`config.mk`:
```
export PLATFORM = sky130hd
export DESIGN_NAME = coherence_bus_ctrl_flat
export DESIGN_NICKNAME = d
export VERILOG_FILES = /design/src/rtl/coherence_bus_ctrl_if.sv /design/src/rtl/coherence_bus_ctrl.sv /design/src/flat_wrapper.sv
export SDC_FILE = /design/constraint.sdc
export NUM_CORES = 1
export LEC_CHECK = 0
export ABC_AREA = 0
export CELL_PAD_IN_SITES_DETAIL_PLACEMENT = 1
export CELL_PAD_IN_SITES_GLOBAL_PLACEMENT = 1
export CORE_AREA = 2 2 144 146
export CTS_CLUSTER_SIZE = 12
export DETAILED_ROUTE_END_ITERATION = 12
export DIE_AREA = 0 0 146 148
export DONT_BUFFER_PORTS = 1
export PLACE_DENSITY = 0.51
export RECOVER_POWER = 50
export SYNTH_ARGS = -nofsm -noshare
export SYNTH_HDL_FRONTEND = slang
export SYNTH_SLANG_ARGS = --single-unit
```
`constraint.sdc`:
```
create_clock -name CLK -period 1.6 [get_ports CLK]
set_clock_uncertainty 0.05 [all_clocks]
set_input_delay 0.08 -clock CLK [delete_from_list [all_inputs] [get_ports CLK]]
set_output_delay 0.08 -clock CLK [all_outputs]
set_load 0.02 [all_outputs]
```
`src/rtl/coherence_bus_ctrl_if.sv`:
```
// Bus bundle between the two dcaches, the coherence controller and the RAM port.
// Modport slave is the controller; modport master is the cache/RAM side driving it.
interface coherence_bus_ctrl_if #(
  parameter int unsigned ADDR_W = 32,
  parameter int unsigned DATA_W = 32
);
  logic [1:0]             dREN;
  logic [1:0]             dWEN;
  logic [1:0]             ccwrite;
  logic [1:0][ADDR_W-1:0] daddr;
  logic [1:0][DATA_W-1:0] dstore;
  logic [1:0]             dwait;
  logic [1:0][DATA_W-1:0] dload;
  logic [1:0]             ccwait;
  logic [1:0]             ccinv;
  logic [1:0][ADDR_W-1:0] ccsnoopaddr;
  logic                   ramREN;
  logic                   ramWEN;
  logic [ADDR_W-1:0]      ramaddr;
  logic [DATA_W-1:0]      ramstore;
  logic [DATA_W-1:0]      ramload;
  logic                   ramwait;

  modport slave (
    input  dREN, dWEN, ccwrite, daddr, dstore, ramload, ramwait,
    output dwait, dload, ccwait, ccinv, ccsnoopaddr, ramREN, ramWEN, ramaddr, ramstore
  );

  modport master (
    output dREN, dWEN, ccwrite, daddr, dstore, ramload, ramwait,
    input  dwait, dload, ccwait, ccinv, ccsnoopaddr, ramREN, ramWEN, ramaddr, ramstore
  );
endinterface

```
`src/rtl/coherence_bus_ctrl.sv`:
```
// Two-cache coherence bus controller: round-robin arbitration, snoop of the other
// cache, cache-to-cache transfer with memory update, invalidation broadcast and
// two-word block streaming to/from RAM.
// Optional macro COHERENCE_BUS_STATS_EN adds stat_c2c/stat_inv/stat_memrd counters.
module coherence_bus_ctrl #(
  parameter int unsigned ADDR_W = 32,
  parameter int unsigned DATA_W = 32
) (
  input  logic                CLK,
  input  logic                RST,
  coherence_bus_ctrl_if.slave bus
`ifdef COHERENCE_BUS_STATS_EN
  ,
  output logic [31:0]         stat_c2c,
  output logic [31:0]         stat_inv,
  output logic [31:0]         stat_memrd
`endif
);

  typedef enum logic [3:0] {
    StIdle, StWb0, StWb1, StSnoop, StMem0, StMem1, StC2c0, StC2c1, StInv
  } state_e;

  state_e state_q, state_d;
  logic   r_q, r_d;        // current requester
  logic   last_q, last_d;  // last granted cache, for round-robin ties
  logic   o_idx;
  logic   grant;
  logic [1:0] req;

  logic [1:0]             dwait;
  logic [1:0][DATA_W-1:0] dload;
  logic [1:0]             ccwait;
  logic [1:0]             ccinv;
  logic [1:0][ADDR_W-1:0] snoop;
  logic                   ram_ren;
  logic                   ram_wen;
  logic [ADDR_W-1:0]      ram_addr;
  logic [DATA_W-1:0]      ram_store;

  assign o_idx = ~r_q;
  assign req   = bus.dREN | bus.dWEN | bus.ccwrite;

  // State, requester and round-robin registers
  always_ff @(posedge CLK) begin
    if (RST) begin
      state_q <= StIdle;
      r_q     <= 1'b0;
      last_q  <= 1'b1;
    end else begin
      state_q <= state_d;
      r_q     <= r_d;
      last_q  <= last_d;
    end
  end

  // Next-state: arbitration in idle, word-completion driven progress elsewhere
  always_comb begin
    state_d = state_q;
    r_d     = r_q;
    last_d  = last_q;
    grant   = 1'b0;
    unique case (state_q)
      StIdle: begin
        if (|req) begin
          grant  = (&req) ? ~last_q : req[1];
          r_d    = grant;
          last_d = grant;
          if (bus.dWEN[grant])      state_d = StWb0;
          else if (bus.dREN[grant]) state_d = StSnoop;
          else                      state_d = StInv;
        end
      end
      StWb0:   if (!bus.ramwait) state_d = StWb1;
      StWb1:   if (!bus.ramwait) state_d = StIdle;
      StSnoop: state_d = bus.ccwrite[o_idx] ? StC2c0 : StMem0;
      StMem0:  if (!bus.ramwait) state_d = StMem1;
      StMem1:  if (!bus.ramwait) state_d = StIdle;
      StC2c0:  if (!bus.ramwait) state_d = StC2c1;
      StC2c1:  if (!bus.ramwait) state_d = StIdle;
      StInv:   state_d = StIdle;
      default: state_d = StIdle;
    endcase
  end

  // Outputs; forced to idle values while reset is asserted so no strobe leaks
  always_comb begin
    dwait     = 2'b11;
    dload     = '0;
    ccwait    = 2'b00;
    ccinv     = 2'b00;
    snoop     = '0;
    ram_ren   = 1'b0;
    ram_wen   = 1'b0;
    ram_addr  = '0;
    ram_store = '0;
    if (!RST) begin
      unique case (state_q)
        StWb0, StWb1: begin
          ram_wen   = 1'b1;
          ram_addr  = bus.daddr[r_q];
          ram_store = bus.dstore[r_q];
          if (!bus.ramwait) dwait[r_q] = 1'b0;
        end
        StSnoop: begin
          ccwait[o_idx] = 1'b1;
          snoop[o_idx]  = bus.daddr[r_q];
        end
        StMem0, StMem1: begin
          ccwait[o_idx] = 1'b1;
          ram_ren       = 1'b1;
          ram_addr      = bus.daddr[r_q];
          dload[r_q]    = bus.ramload;
          if (!bus.ramwait) dwait[r_q] = 1'b0;
        end
        StC2c0, StC2c1: begin
          ccwait[o_idx] = 1'b1;
          snoop[o_idx]  = bus.daddr[r_q];
          ram_wen       = 1'b1;
          ram_addr      = bus.daddr[o_idx];
          ram_store     = bus.dstore[o_idx];
          dload[r_q]    = bus.dstore[o_idx];
          if (!bus.ramwait) dwait = 2'b00;
        end
        StInv: begin
          ccwait[o_idx] = 1'b1;
          ccinv[o_idx]  = 1'b1;
          snoop[o_idx]  = bus.daddr[r_q];
          dwait[r_q]    = 1'b0;
        end
        default: ;
      endcase
    end
  end

  assign bus.dwait       = dwait;
  assign bus.dload       = dload;
  assign bus.ccwait      = ccwait;
  assign bus.ccinv       = ccinv;
  assign bus.ccsnoopaddr = snoop;
  assign bus.ramREN      = ram_ren;
  assign bus.ramWEN      = ram_wen;
  assign bus.ramaddr     = ram_addr;
  assign bus.ramstore    = ram_store;

`ifdef COHERENCE_BUS_STATS_EN
  logic [31:0] c2c_q, c2c_d, inv_q, inv_d, memrd_q, memrd_d;

  // Event counters; C2C0 and MEM0 are only ever entered from SNOOP
  always_comb begin
    c2c_d   = c2c_q;
    inv_d   = inv_q;
    memrd_d = memrd_q;
    if (state_q == StSnoop && state_d == StC2c0) c2c_d   = c2c_q + 32'd1;
    if (state_q == StSnoop && state_d == StMem0) memrd_d = memrd_q + 32'd1;
    if (state_q == StInv)                        inv_d   = inv_q + 32'd1;
  end

  // Counter registers
  always_ff @(posedge CLK) begin
    if (RST) begin
      c2c_q   <= '0;
      inv_q   <= '0;
      memrd_q <= '0;
    end else begin
      c2c_q   <= c2c_d;
      inv_q   <= inv_d;
      memrd_q <= memrd_d;
    end
  end

  assign stat_c2c   = c2c_q;
  assign stat_inv   = inv_q;
  assign stat_memrd = memrd_q;
`endif

endmodule

```
`src/flat_wrapper.sv`:
```
// flat-port wrapper written by rule: the top's interface ports become plain ports
module coherence_bus_ctrl_flat 
#(
  parameter int unsigned ADDR_W = 32,
  parameter int unsigned DATA_W = 32
)
  (CLK, RST, bus_dREN, bus_dWEN, bus_ccwrite, bus_daddr, bus_dstore, bus_ramload, bus_ramwait, bus_dwait, bus_dload, bus_ccwait, bus_ccinv, bus_ccsnoopaddr, bus_ramREN, bus_ramWEN, bus_ramaddr, bus_ramstore);
  coherence_bus_ctrl_if #(.ADDR_W(ADDR_W), .DATA_W(DATA_W)) bus_i ();
  input  logic CLK;
  input  logic RST;
  input wire logic [$bits(bus_i.dREN)-1:0] bus_dREN;
  input wire logic [$bits(bus_i.dWEN)-1:0] bus_dWEN;
  input wire logic [$bits(bus_i.ccwrite)-1:0] bus_ccwrite;
  input wire logic [$bits(bus_i.daddr)-1:0] bus_daddr;
  input wire logic [$bits(bus_i.dstore)-1:0] bus_dstore;
  input wire logic [$bits(bus_i.ramload)-1:0] bus_ramload;
  input wire logic [$bits(bus_i.ramwait)-1:0] bus_ramwait;
  output wire logic [$bits(bus_i.dwait)-1:0] bus_dwait;
  output wire logic [$bits(bus_i.dload)-1:0] bus_dload;
  output wire logic [$bits(bus_i.ccwait)-1:0] bus_ccwait;
  output wire logic [$bits(bus_i.ccinv)-1:0] bus_ccinv;
  output wire logic [$bits(bus_i.ccsnoopaddr)-1:0] bus_ccsnoopaddr;
  output wire logic [$bits(bus_i.ramREN)-1:0] bus_ramREN;
  output wire logic [$bits(bus_i.ramWEN)-1:0] bus_ramWEN;
  output wire logic [$bits(bus_i.ramaddr)-1:0] bus_ramaddr;
  output wire logic [$bits(bus_i.ramstore)-1:0] bus_ramstore;
  assign bus_i.dREN = bus_dREN;
  assign bus_i.dWEN = bus_dWEN;
  assign bus_i.ccwrite = bus_ccwrite;
  assign bus_i.daddr = bus_daddr;
  assign bus_i.dstore = bus_dstore;
  assign bus_i.ramload = bus_ramload;
  assign bus_i.ramwait = bus_ramwait;
  assign bus_dwait = bus_i.dwait;
  assign bus_dload = bus_i.dload;
  assign bus_ccwait = bus_i.ccwait;
  assign bus_ccinv = bus_i.ccinv;
  assign bus_ccsnoopaddr = bus_i.ccsnoopaddr;
  assign bus_ramREN = bus_i.ramREN;
  assign bus_ramWEN = bus_i.ramWEN;
  assign bus_ramaddr = bus_i.ramaddr;
  assign bus_ramstore = bus_i.ramstore;
  coherence_bus_ctrl #(.ADDR_W(ADDR_W), .DATA_W(DATA_W)) u_core (.CLK(CLK), .RST(RST), .bus(bus_i));
endmodule
```
==> reports/results.tsv, run 1 <==
stage	metric	value	unit
power_and_ir_drop	Pwr Density	1380	nW/um^2
power_and_ir_drop	Power, Total	0.0121	W
grt	Total GRT Usage	0.214	
routing	via count	5917	
routing	DRC Markers	0	
sta	f_max	491	MHz
setup_path	worst r2r src	u_core.state_q[0]$_SDFFE_PP0P_	
sta	max-slew violations	0	
setup_path	CP required	1470	ps
power_and_ir_drop	maximum vdd drop	0.615	mV
sta	worst-margin pin slew	577	ps
floorplan	die width	146	um
setup_path	CP startpoint kind	flop	
clocking	TritonCTS buffer count	3	
routing	Initial DRC Count	183	
synth	synthesis-stage register bit count	6	
synth	Syn Nets	756	
synth	largest family of logic cells by synthesized area	compound AO/OA/AOI/OAI gates	
synth	post-synthesis mux area share	0.0873	
placed_design	routability congestion estimate	0.870	
sta	Final Worst Setup Slack	-438	ps
synth	Mapped Cells	587	
sta	setup TNS	-66900	ps
setup_path	Max FO, Critical Path	7	
floorplan	Die Y	148	um
setup_path	worst reg2reg path depth	6	
routing	drt total wl	26.2	mm
floorplan	die area	21600	um^2
clocking	CTS Root Cell	clkbuf_16	
synth	Synth Area in Adders	0	
final_layout	area grow syn2layout	131	%
setup_path	Crit. End Element	output port	
synth	syn avg cell area	6.47	um^2
setup_path	capture point of the worst reg-to-reg path	u_core.state_q[0]$_SDFFE_PP0P_	
floorplan	row cnt	52	
synth	Synth Area in Simple Gates	0.276	
clocking	CTS Sinks	6	
synth	Post-Syn Area	3800	um^2
routing	via density per instance	5.74	
sta	final hold vios	0	
floorplan	# IOs	369	
clocking	CTS clock-pin slew for the worst setup and hold paths	40	ps
sta	fin crit period	2040	ps
floorplan	Core ar.	20000	um^2
hold_path	Hold EP	u_core.state_q[1]$_SDFFE_PP0P_	
grt	grt total ovfl	0	
sta	Setup violations, final	199	
clocking	CTS tree	built	
final_layout	layout cells sized above 1	0.793	
grt	number of global-route vias before repair	6347	
grt	antenna violations before repair	1	
run	Max Cap Violations	0	
run_status	status	finished with violations	
hold_path	HP Class	in -> reg	
hold_path	hold path depth	3	
routing	post-route ant nets	0	
clocking	clock tree buffer depth	2	
routing	wire per inst	25.4	um
synth	synth unique cells	44	
placed_design	DP Worst Slack	-406	ps
sta	Slew headroom	0.612	
synth	Most used DFF post-synth	dfxtp_1	
hold_path	worst hold path startpoint	bus_dWEN[1]	
sta	Final Cycle Share	1.27	
floorplan	Initial Util	0.190	
synth	Synth Area in XOR/XNOR	0.00230	
synth	Synth async-reset ratio	0	
grt	largest net degree at the start of global routing	75	
power_and_ir_drop	Static Leak	3.02	nW
clocking	clock latency on the worst-skew pair	220	ps
placed_design	post-DP HPWL	16.3	mm
setup_path	critical path class	reg -> out	
grt	first-pass GRT wire length	37.7	mm
routing	DR pass1 iterations	4	
placed_design	number of buffers added on ports	0	
synth	Post-synth EDFFs	0	
setup_path	Critical Path AT	1910	ps
synth	sequential share of the synthesized area	0.0316	
final_layout	final net count	929	
synth	Synth warnings	0	
synth	complex-gate fraction of the synthesized area	0.501	
clocking	Max H-tree Level	1	
setup_path	FF-to-FF setup slack	10	ps
sta	RSZ-0062 raised after global routing	yes	
run_status	violated checks	setup timing	
critical path, stage by stage (launching register included):
cell and delay (ps):
dfxtp_4 340, and3b_4 430, buf_4 180, buf_16 110
buf_4 150, o21ai_0 150, nor2_1 150, buf_4 160
synth_stat cells, types with 2 or more instances:
cell | instances | share of area
nor3_1 | 7 | 0.0092
nor2b_1 | 8 | 0.013
mux2i_1 | 32 | 0.084
a211oi_1 | 64 | 0.13
inv_1 | 3 | 0.0030
dfxtp_1 | 6 | 0.032
nor2_1 | 74 | 0.073
a21oi_1 | 3 | 0.0040
o21ai_0 | 40 | 0.053
a221oi_1 | 64 | 0.15
o21bai_1 | 3 | 0.0059
a21boi_0 | 4 | 0.0079
nand3_1 | 4 | 0.0053
o31ai_1 | 2 | 0.0040
buf_1 | 6 | 0.0059
clkbuf_1 | 39 | 0.039
a22oi_1 | 66 | 0.13
nor3b_1 | 3 | 0.0059
buf_2 | 32 | 0.042
and2_1 | 64 | 0.11
nand2_1 | 34 | 0.034
buf_6 | 4 | 0.012
nand2b_1 | 4 | 0.0066
routing by layer:
layer  vias up  share of wire  track usage
met3        59          0.061       0.0352
met1      2943           0.35        0.233
li1       2624              -            -
met4         0          0.037       0.0641
met5         -              0            0
met2       291           0.55        0.424
how the worst max path moves through the flow:
stage / end / slack [ps] / depth (start not counted) / from
2_1_floorplan: bus_ccsnoopaddr[33] / -160 / 6 / u_core.state_q[1]$_SDFFE_PP0P_
6_report: bus_dload[1] / -440 / 7 / u_core.state_q[3]$_SDFFE_PP0P_
3_3_place_gp: bus_ramaddr[18] / -360 / 6 / u_core.state_q[1]$_SDFFE_PP0P_
5_1_grt: bus_dload[36] / -510 / 7 / u_core.state_q[3]$_SDFFE_PP0P_
3_5_place_dp: bus_ramaddr[18] / -410 / 6 / u_core.state_q[1]$_SDFFE_PP0P_
4_1_cts: bus_ramstore[20] / -430 / 7 / u_core.state_q[3]$_SDFFE_PP0P_
final cells by class:
cell class                 instances  area [um^2]
sequential                         6          139
antenna                            1         2.50
tap                              270          338
timing repair buffer             249         2940
fill                            2199        11300
clock buffer                       4         78.8
inverter                           3         11.3
multi-input combinational        497         5260
per-stage QoR:
step	std cells	util	hold WS (ps)	cell area, um^2
detailed placement	952	0.304	109	6100
floorplan	587	-	245	4750
finish	1030	0.437	67.4	8770
global route	1030	0.437	109	8770
global placement	952	0.304	111	6100
CTS	1016	0.412	76.9	8250
state kept, by name (all words and copies together) (netlist names):
register / count
u_core.last_q: 1
u_core.r_q: 1
u_core.state_q: 4
cells by family (layout without fill, tap and decap cells):
family | after synthesis | in the layout
buffers and inverters | 84 | 256
AND/OR/NAND/NOR | 208 | 208
XOR/XNOR | 1 | 1
AO/OA/AOI/OAI | 255 | 255
other | 0 | 1
flip-flops | 6 | 6
multiplexers | 33 | 33
placed cells by master, fill, tap and decap left out, types with 10 or more instances in the layout:
cell type and instances:
a211oi_2 57, buf_12 29, buf_6 41, nor2_4 50
a22oi_1 21, and2_4 28, nand2_4 14, nor2_1 17
and2_2 36, buf_4 143, a221oi_1 23, buf_16 20
buf_8 10, nand2_1 12, o21ai_4 25, mux2i_1 32
a22oi_2 45, a221oi_2 38
report_power, final:
group	leakage [nW]	switching [W]	internal, W	total, W
logic	2.93	0.00568	0.00571	0.0114
registers	0.0529	0.000124	0.000222	0.000346
clock network	0.0382	0.0000752	0.000330	0.000405
total	3.02	0.00587	0.00626	0.0121
timing repair:
| item | CTS | global route |
|---|---|---|
| gates resized for setup | 273 | 97 |
| buffers inserted | 34 | 19 |
| hold buffers | 1 | 0 |
| pin swaps | 65 | 56 |
| endpoints found under the setup margin | 202 | 203 |
| endpoints found under the hold margin | 3 | 0 |
| gates cloned | 25 | 3 |
(Power assumes the default switching activity.)
==> run 2: changes to the inputs <==
--- a/config.mk
+++ b/config.mk
@@ -15,6 +15,7 @@
 export DONT_BUFFER_PORTS = 1
 export PLACE_DENSITY = 0.51
 export RECOVER_POWER = 50
+export SETUP_SLACK_MARGIN = 0.3
 export SYNTH_ARGS = -nofsm -noshare
 export SYNTH_HDL_FRONTEND = slang
 export SYNTH_SLANG_ARGS = --single-unit
==> reports/results.tsv, run 2 (synthesis results as in run 1) <==
stage	metric	value	unit
routing	DRC Markers	0	
floorplan	Die Y	148	um
routing	drt total wl	23.6	mm
clocking	CTS Sinks	6	
routing	via density per instance	5.68	
setup_path	Critical Path AT	1900	ps
floorplan	row cnt	52	
final_layout	cell area after layout	9100	um^2
placed_design	post-DP HPWL	16.9	mm
power_and_ir_drop	Static Leak	2.89	nW
sta	Setup violations, final	200	
sta	Final Worst Setup Slack	-426	ps
grt	number of global-route vias before repair	5765	
final_layout	layout cells sized above 1	0.861	
placed_design	number of buffers added on ports	0	
grt	largest net degree at the start of global routing	75	
sta	Final Cycle Share	1.27	
setup_path	CP max stage delay	550	ps
run_status	status	finished with violations	
final_layout	Largest Register	u_core.state_q	
power_and_ir_drop	Pwr Density	1280	nW/um^2
sta	fin crit period	2030	ps
setup_path	cell class contributing the biggest share of worst-path delay	simple AND/OR/NAND/NOR gates	
setup_path	Buf/Inv on CP	1	
setup_path	critical path's slowest cell	or4b_4	
final_layout	area grow syn2layout	139	%
final_layout	# diodes	0	
hold_path	HP Class	in -> reg	
final_layout	# fillers	2136	
final_layout	biggest regs	u_core.state_q: 4 flops, u_core.last_q: 1 flops, u_core.r_q: 1 flops	
setup_path	Crit. End Element	output port	
setup_path	CP startpoint kind	flop	
clocking	CTS clock-pin slew for the worst setup and hold paths	30	ps
final_layout	Largest register FFs	4	
power_and_ir_drop	maximum vdd drop	0.646	mV
clocking	CTS tree	built	
routing	via count	5530	
grt	grt total ovfl	0	
grt	Total GRT Usage	0.201	
clocking	clock latency on the worst-skew pair	230	ps
sta	worst-margin pin slew	759	ps
setup_path	Max FO, Critical Path	32	
floorplan	Initial Util	0.190	
placed_design	placed cell area	7620	um^2
sta	f_max	494	MHz
routing	DR pass1 iterations	4	
floorplan	# IOs	369	
setup_path	CP required	1470	ps
sta	worst hold slack	81.1	ps
final_layout	commonest non-fill, non-tap cells in the layout	buf_4 (84), nor2_4 (68), a22oi_2 (58), a221oi_2 (50), a211oi_4 (43)	
final_layout	final net count	873	
sta	Slew headroom	0.490	
grt	first-pass GRT wire length	35.4	mm
sta	RSZ-0062 raised after global routing	yes	
setup_path	worst-path cell chain	or4b_4 -> a21boi_4 -> nor3_4 -> buf_12 -> and2_2	
final_layout	commonest non-fill, non-tap cell in the layout	buf_4	
run_status	violated checks	setup timing	
clocking	TritonCTS buffer count	3	
clocking	Max H-tree Level	1	
sta	max-slew violations	0	
run	Max Cap Violations	0	
routing	post-route ant nets	0	
sta	final hold vios	0	
placed_design	DP Worst Slack	-280	ps
clocking	CTS Root Cell	clkbuf_16	
power_and_ir_drop	Power, Total	0.0117	W
routing	Initial DRC Count	134	
floorplan	die width	146	um
clocking	clock tree buffer depth	2	
grt	antenna violations before repair	0	
routing	wire per inst	24.3	um
floorplan	die area	21600	um^2
floorplan	Core ar.	20000	um^2
placed_design	routability congestion estimate	0.881	
setup_path	critical path class	reg -> out	
[run 2: changes by cell type in the layout (fill, tap and decap cells not counted), sizes merged]
cell | previous run | this run
bufbuf | 1 | 0
diode | 1 | 0
clkbuf | 8 | 7
buf | 243 | 189
[run 2: worst register-to-register path, delay by kind of cell (launching register included)]
family,cells,cell delay [ps]
flip-flops,1,390
AND/OR/NAND/NOR,3,340
buffers and inverters,4,480
AO/OA/AOI/OAI,1,260
[run 2: final timing paths]
check	slack, ps	endpoint	depth (start not counted)	start
min reg2reg	560	u_core.last_q$_SDFFE_PP1P_	2	u_core.last_q$_SDFFE_PP1P_
max	-430	bus_ccsnoopaddr[55]	5	u_core.state_q[0]$_SDFFE_PP0P_
min	80	u_core.state_q[1]$_SDFFE_PP0P_	3	bus_dWEN[1]
max reg2reg	-30	u_core.last_q$_SDFFE_PP1P_	8	u_core.state_q[2]$_SDFFE_PP0P_
[run 2: cell type report]
type	instances	area, um^2	area share
Multi-Input combinational cell	497	6090	0.670
Timing Repair Buffer	193	2440	0.268
Tap cell	270	338	0.0371
Sequential cell	6	139	0.0153
Clock buffer	4	78.8	0.00867
Inverter	3	11.3	0.00124
[run 2: where the power goes]
part / internal, W / switching (W) / total (W)
logic: 0.00503 / 0.00587 / 0.0109
registers: 0.000221 / 0.000108 / 0.000330
clock network: 0.000331 / 0.0000891 / 0.000420
total: 0.00558 / 0.00607 / 0.0117
[run 2: metrics by stage]
stage                util  TNS, ps  cells
floorplan               -    -9580    587
global placement    0.380   -20500    910
detailed placement  0.380   -31800    910
CTS                 0.430   -67880    948
global route        0.454   -78080    973
finish              0.454   -67730    973
[run 2: what timing repair did]
action / in CTS / in global routing
gates cloned: 12 / 3
endpoints found under the hold margin: 3 / 0
setup endpoints to repair: 206 / 206
gates resized for setup: 105 / 58
setup buffers: 21 / 22
hold buffers: 1 / 0
pin swaps: 55 / 43
[run 2: routing by layer]
| metal | share of wire | track usage | vias up | wire length [um] |
|---|---|---|---|---|
| met1 | 0.37 | 0.225 | 2794 | 8620 |
| met5 | 0 | 0 | - | 0 |
| met4 | 0.011 | 0.0243 | 0 | 256 |
| met2 | 0.56 | 0.395 | 219 | 13200 |
| li1 | - | - | 2503 | - |
| met3 | 0.067 | 0.0475 | 14 | 1570 |
==> run 3: changes to the inputs <==
==> constraint.sdc (replaced) <==
create_clock -name CLK -period 1.6 [get_ports CLK]
set_clock_uncertainty 0.05 [all_clocks]
set_input_delay 0.08 -clock CLK [delete_from_list [all_inputs] [get_ports CLK]]
set_output_delay 0.08 -clock CLK [all_outputs]
set_load 0.1 [all_outputs]
==> reports/results.tsv, run 3 (synthesis results as in run 1) <==
stage	metric	value	unit
floorplan	die area	21600	um^2
sta	worst hold slack	64.0	ps
floorplan	Initial Util	0.190	
final_layout	layout cells sized above 1	0.895	
power_and_ir_drop	Sequential Power Share	0.016	
routing	via count	6576	
grt	antenna violations before repair	0	
placed_design	post-DP HPWL	20.5	mm
power_and_ir_drop	combinational share of power	0.964	
routing	post-route ant nets	0	
setup_path	CP required	1470	ps
grt	grt total ovfl	0	
routing	drt total wl	33.7	mm
final_layout	final net count	1047	
setup_path	worst r2r src	u_core.state_q[0]$_SDFFE_PP0P_	
clocking	clock latency on the worst-skew pair	230	ps
final_layout	Largest Register	u_core.state_q	
clocking	CTS Root Cell	clkbuf_16	
setup_path	CP max stage delay	380	ps
setup_path	critical path class	reg -> out	
clocking	CTS tree	built	
clocking	CTS Sinks	6	
clocking	clock tree buffer depth	2	
sta	max-slew violations	0	
power_and_ir_drop	Pwr Density	1650	nW/um^2
routing	via density per instance	5.73	
floorplan	# IOs	369	
setup_path	worst-path cell chain	nor3_2 -> buf_4 -> nor3_4 -> buf_6 -> buf_12 -> buf_16 -> buf_6 -> a22oi_2 -> a211oi_4 -> buf_12	
final_layout	Largest register FFs	4	
final_layout	# diodes	0	
placed_design	routability congestion estimate	0.868	
setup_path	CP startpoint kind	flop	
grt	first-pass GRT wire length	44.6	mm
power_and_ir_drop	Clock power frac	0.020	
grt	number of global-route vias before repair	7236	
sta	Final Cycle Share	1.42	
sta	final hold vios	0	
setup_path	Max FO, Critical Path	6	
grt	largest net degree at the start of global routing	75	
final_layout	commonest non-fill, non-tap cell in the layout	buf_12	
sta	f_max	441	MHz
final_layout	Util after Layout	0.651	
hold_path	hold path depth	3	
placed_design	number of buffers added on ports	0	
sta	setup TNS	-108240	ps
grt	Total GRT Usage	0.259	
run_status	violated checks	setup timing	
clocking	Max H-tree Level	1	
run_status	status	finished with violations	
clocking	TritonCTS buffer count	3	
floorplan	row cnt	52	
setup_path	FF-to-FF setup slack	-140	ps
setup_path	critical path's slowest cell	dfxtp_4	
sta	RSZ-0062 raised after global routing	yes	
hold_path	HP Class	in -> reg	
sta	Final Worst Setup Slack	-666	ps
hold_path	Hold EP	u_core.state_q[1]$_SDFFE_PP0P_	
floorplan	Core ar.	20000	um^2
hold_path	worst hold path startpoint	bus_dWEN[1]	
final_layout	commonest non-fill, non-tap cells in the layout	buf_12 (201), buf_4 (94), nor2_4 (68)	
power_and_ir_drop	Int Pwr	0.00936	W
setup_path	Critical Path AT	2140	ps
sta	Setup violations, final	201	
routing	DR pass1 iterations	4	
setup_path	capture point of the worst reg-to-reg path	u_core.state_q[0]$_SDFFE_PP0P_	
floorplan	Die Y	148	um
power_and_ir_drop	Static Leak	4.44	nW
sta	fin crit period	2270	ps
power_and_ir_drop	Sw Ratio	0.564	
floorplan	die width	146	um
setup_path	worst reg2reg path depth	9	
sta	worst-margin pin slew	642	ps
power_and_ir_drop	Switch Pwr	0.0121	W
setup_path	Crit. End Element	output port	
routing	Initial DRC Count	210	
run	Max Cap Violations	0	
power_and_ir_drop	maximum vdd drop	1.26	mV
final_layout	area grow syn2layout	243	%
sta	Slew headroom	0.569	
routing	wire per inst	29.4	um
clocking	CTS clock-pin slew for the worst setup and hold paths	40	ps
final_layout	biggest regs	u_core.state_q: 4 flops, u_core.last_q: 1 flops, u_core.r_q: 1 flops	
routing	DRC Markers	0	
-- run 3: changes by cell type in the layout (fill, tap and decap cells not counted), moves of 18 or more --
| cell | previous run | this run |
|---|---|---|
| a211oi_2 | 21 | 0 |
| a211oi_4 | 43 | 64 |
| a221oi_2 | 50 | 32 |
| and2_2 | 39 | 0 |
| and2_4 | 25 | 64 |
| buf_12 | 30 | 201 |
-- run 3: per-stage QoR --
step	setup WS [ps]	total power, W	area (um^2)	cells
2_1_floorplan	-624	0.0119	6670	587
3_3_place_gp	-372	0.0170	10800	1071
3_5_place_dp	-453	0.0175	10800	1071
4_1_cts	-598	0.0197	12000	1111
5_1_grt	-699	0.0222	13000	1147
6_report	-666	0.0215	13000	1147
-- run 3: metal layers --
layer / wire [um] / GRT usage
met1: 11100 / 0.262
met2: 19300 / 0.526
met3: 2080 / 0.0620
met4: 1220 / 0.0689
met5: 0 / 0
-- run 3: power by group through the flow --
| stage | Combinational [W] | Sequential, W | Clock [W] |
|---|---|---|---|
| finish | 0.0207 | 0.000345 | 0.000432 |
| global route | 0.0214 | 0.000355 | 0.000444 |
| CTS | 0.0190 | 0.000334 | 0.000433 |
| detailed placement | 0.0171 | 0.000326 | 0 |
| global placement | 0.0167 | 0.000314 | 0 |
| floorplan | 0.0117 | 0.000243 | 0 |
-- run 3: worst max path at each step --
stage | cells past startpoint | slack, ps | startpoint | end
floorplan | 7 | -620 | u_core.state_q[2]$_SDFFE_PP0P_ | bus_ramaddr[10]
global placement | 8 | -370 | u_core.state_q[0]$_SDFFE_PP0P_ | bus_ramaddr[13]
detailed placement | 8 | -450 | u_core.state_q[0]$_SDFFE_PP0P_ | bus_ramaddr[0]
CTS | 8 | -600 | u_core.state_q[2]$_SDFFE_PP0P_ | bus_ramaddr[14]
global route | 10 | -700 | u_core.state_q[2]$_SDFFE_PP0P_ | bus_ramaddr[0]
finish | 10 | -670 | u_core.state_q[2]$_SDFFE_PP0P_ | bus_ramaddr[0]
-- run 3: area by class of cell --
type | instances | area, um^2
Clock buffer | 4 | 78.8
Tap cell | 270 | 338
Inverter | 3 | 11.3
Multi-Input combinational cell | 497 | 6470
Fill cell | 1849 | 7000
Sequential cell | 6 | 139
Timing Repair Buffer | 367 | 6000
-- run 3: repair_timing --
item / 4_1_cts / 5_1_grt
setup buffers: 22 / 20
resized for setup: 102 / 99
endpoints found under the hold margin: 3 / 0
hold buffers: 1 / 0
setup endpoints to repair: 205 / 205
pin swaps: 65 / 88
gates cloned: 13 / 16
-- run 3: worst max-delay path: cells and delay by family (launching register included) --
family / cells / cell delay, ps
DFF: 1 / 380
buffers and inverters: 6 / 870
AOI/OAI and AO/OA: 2 / 350
and+or+nand+nor: 2 / 290
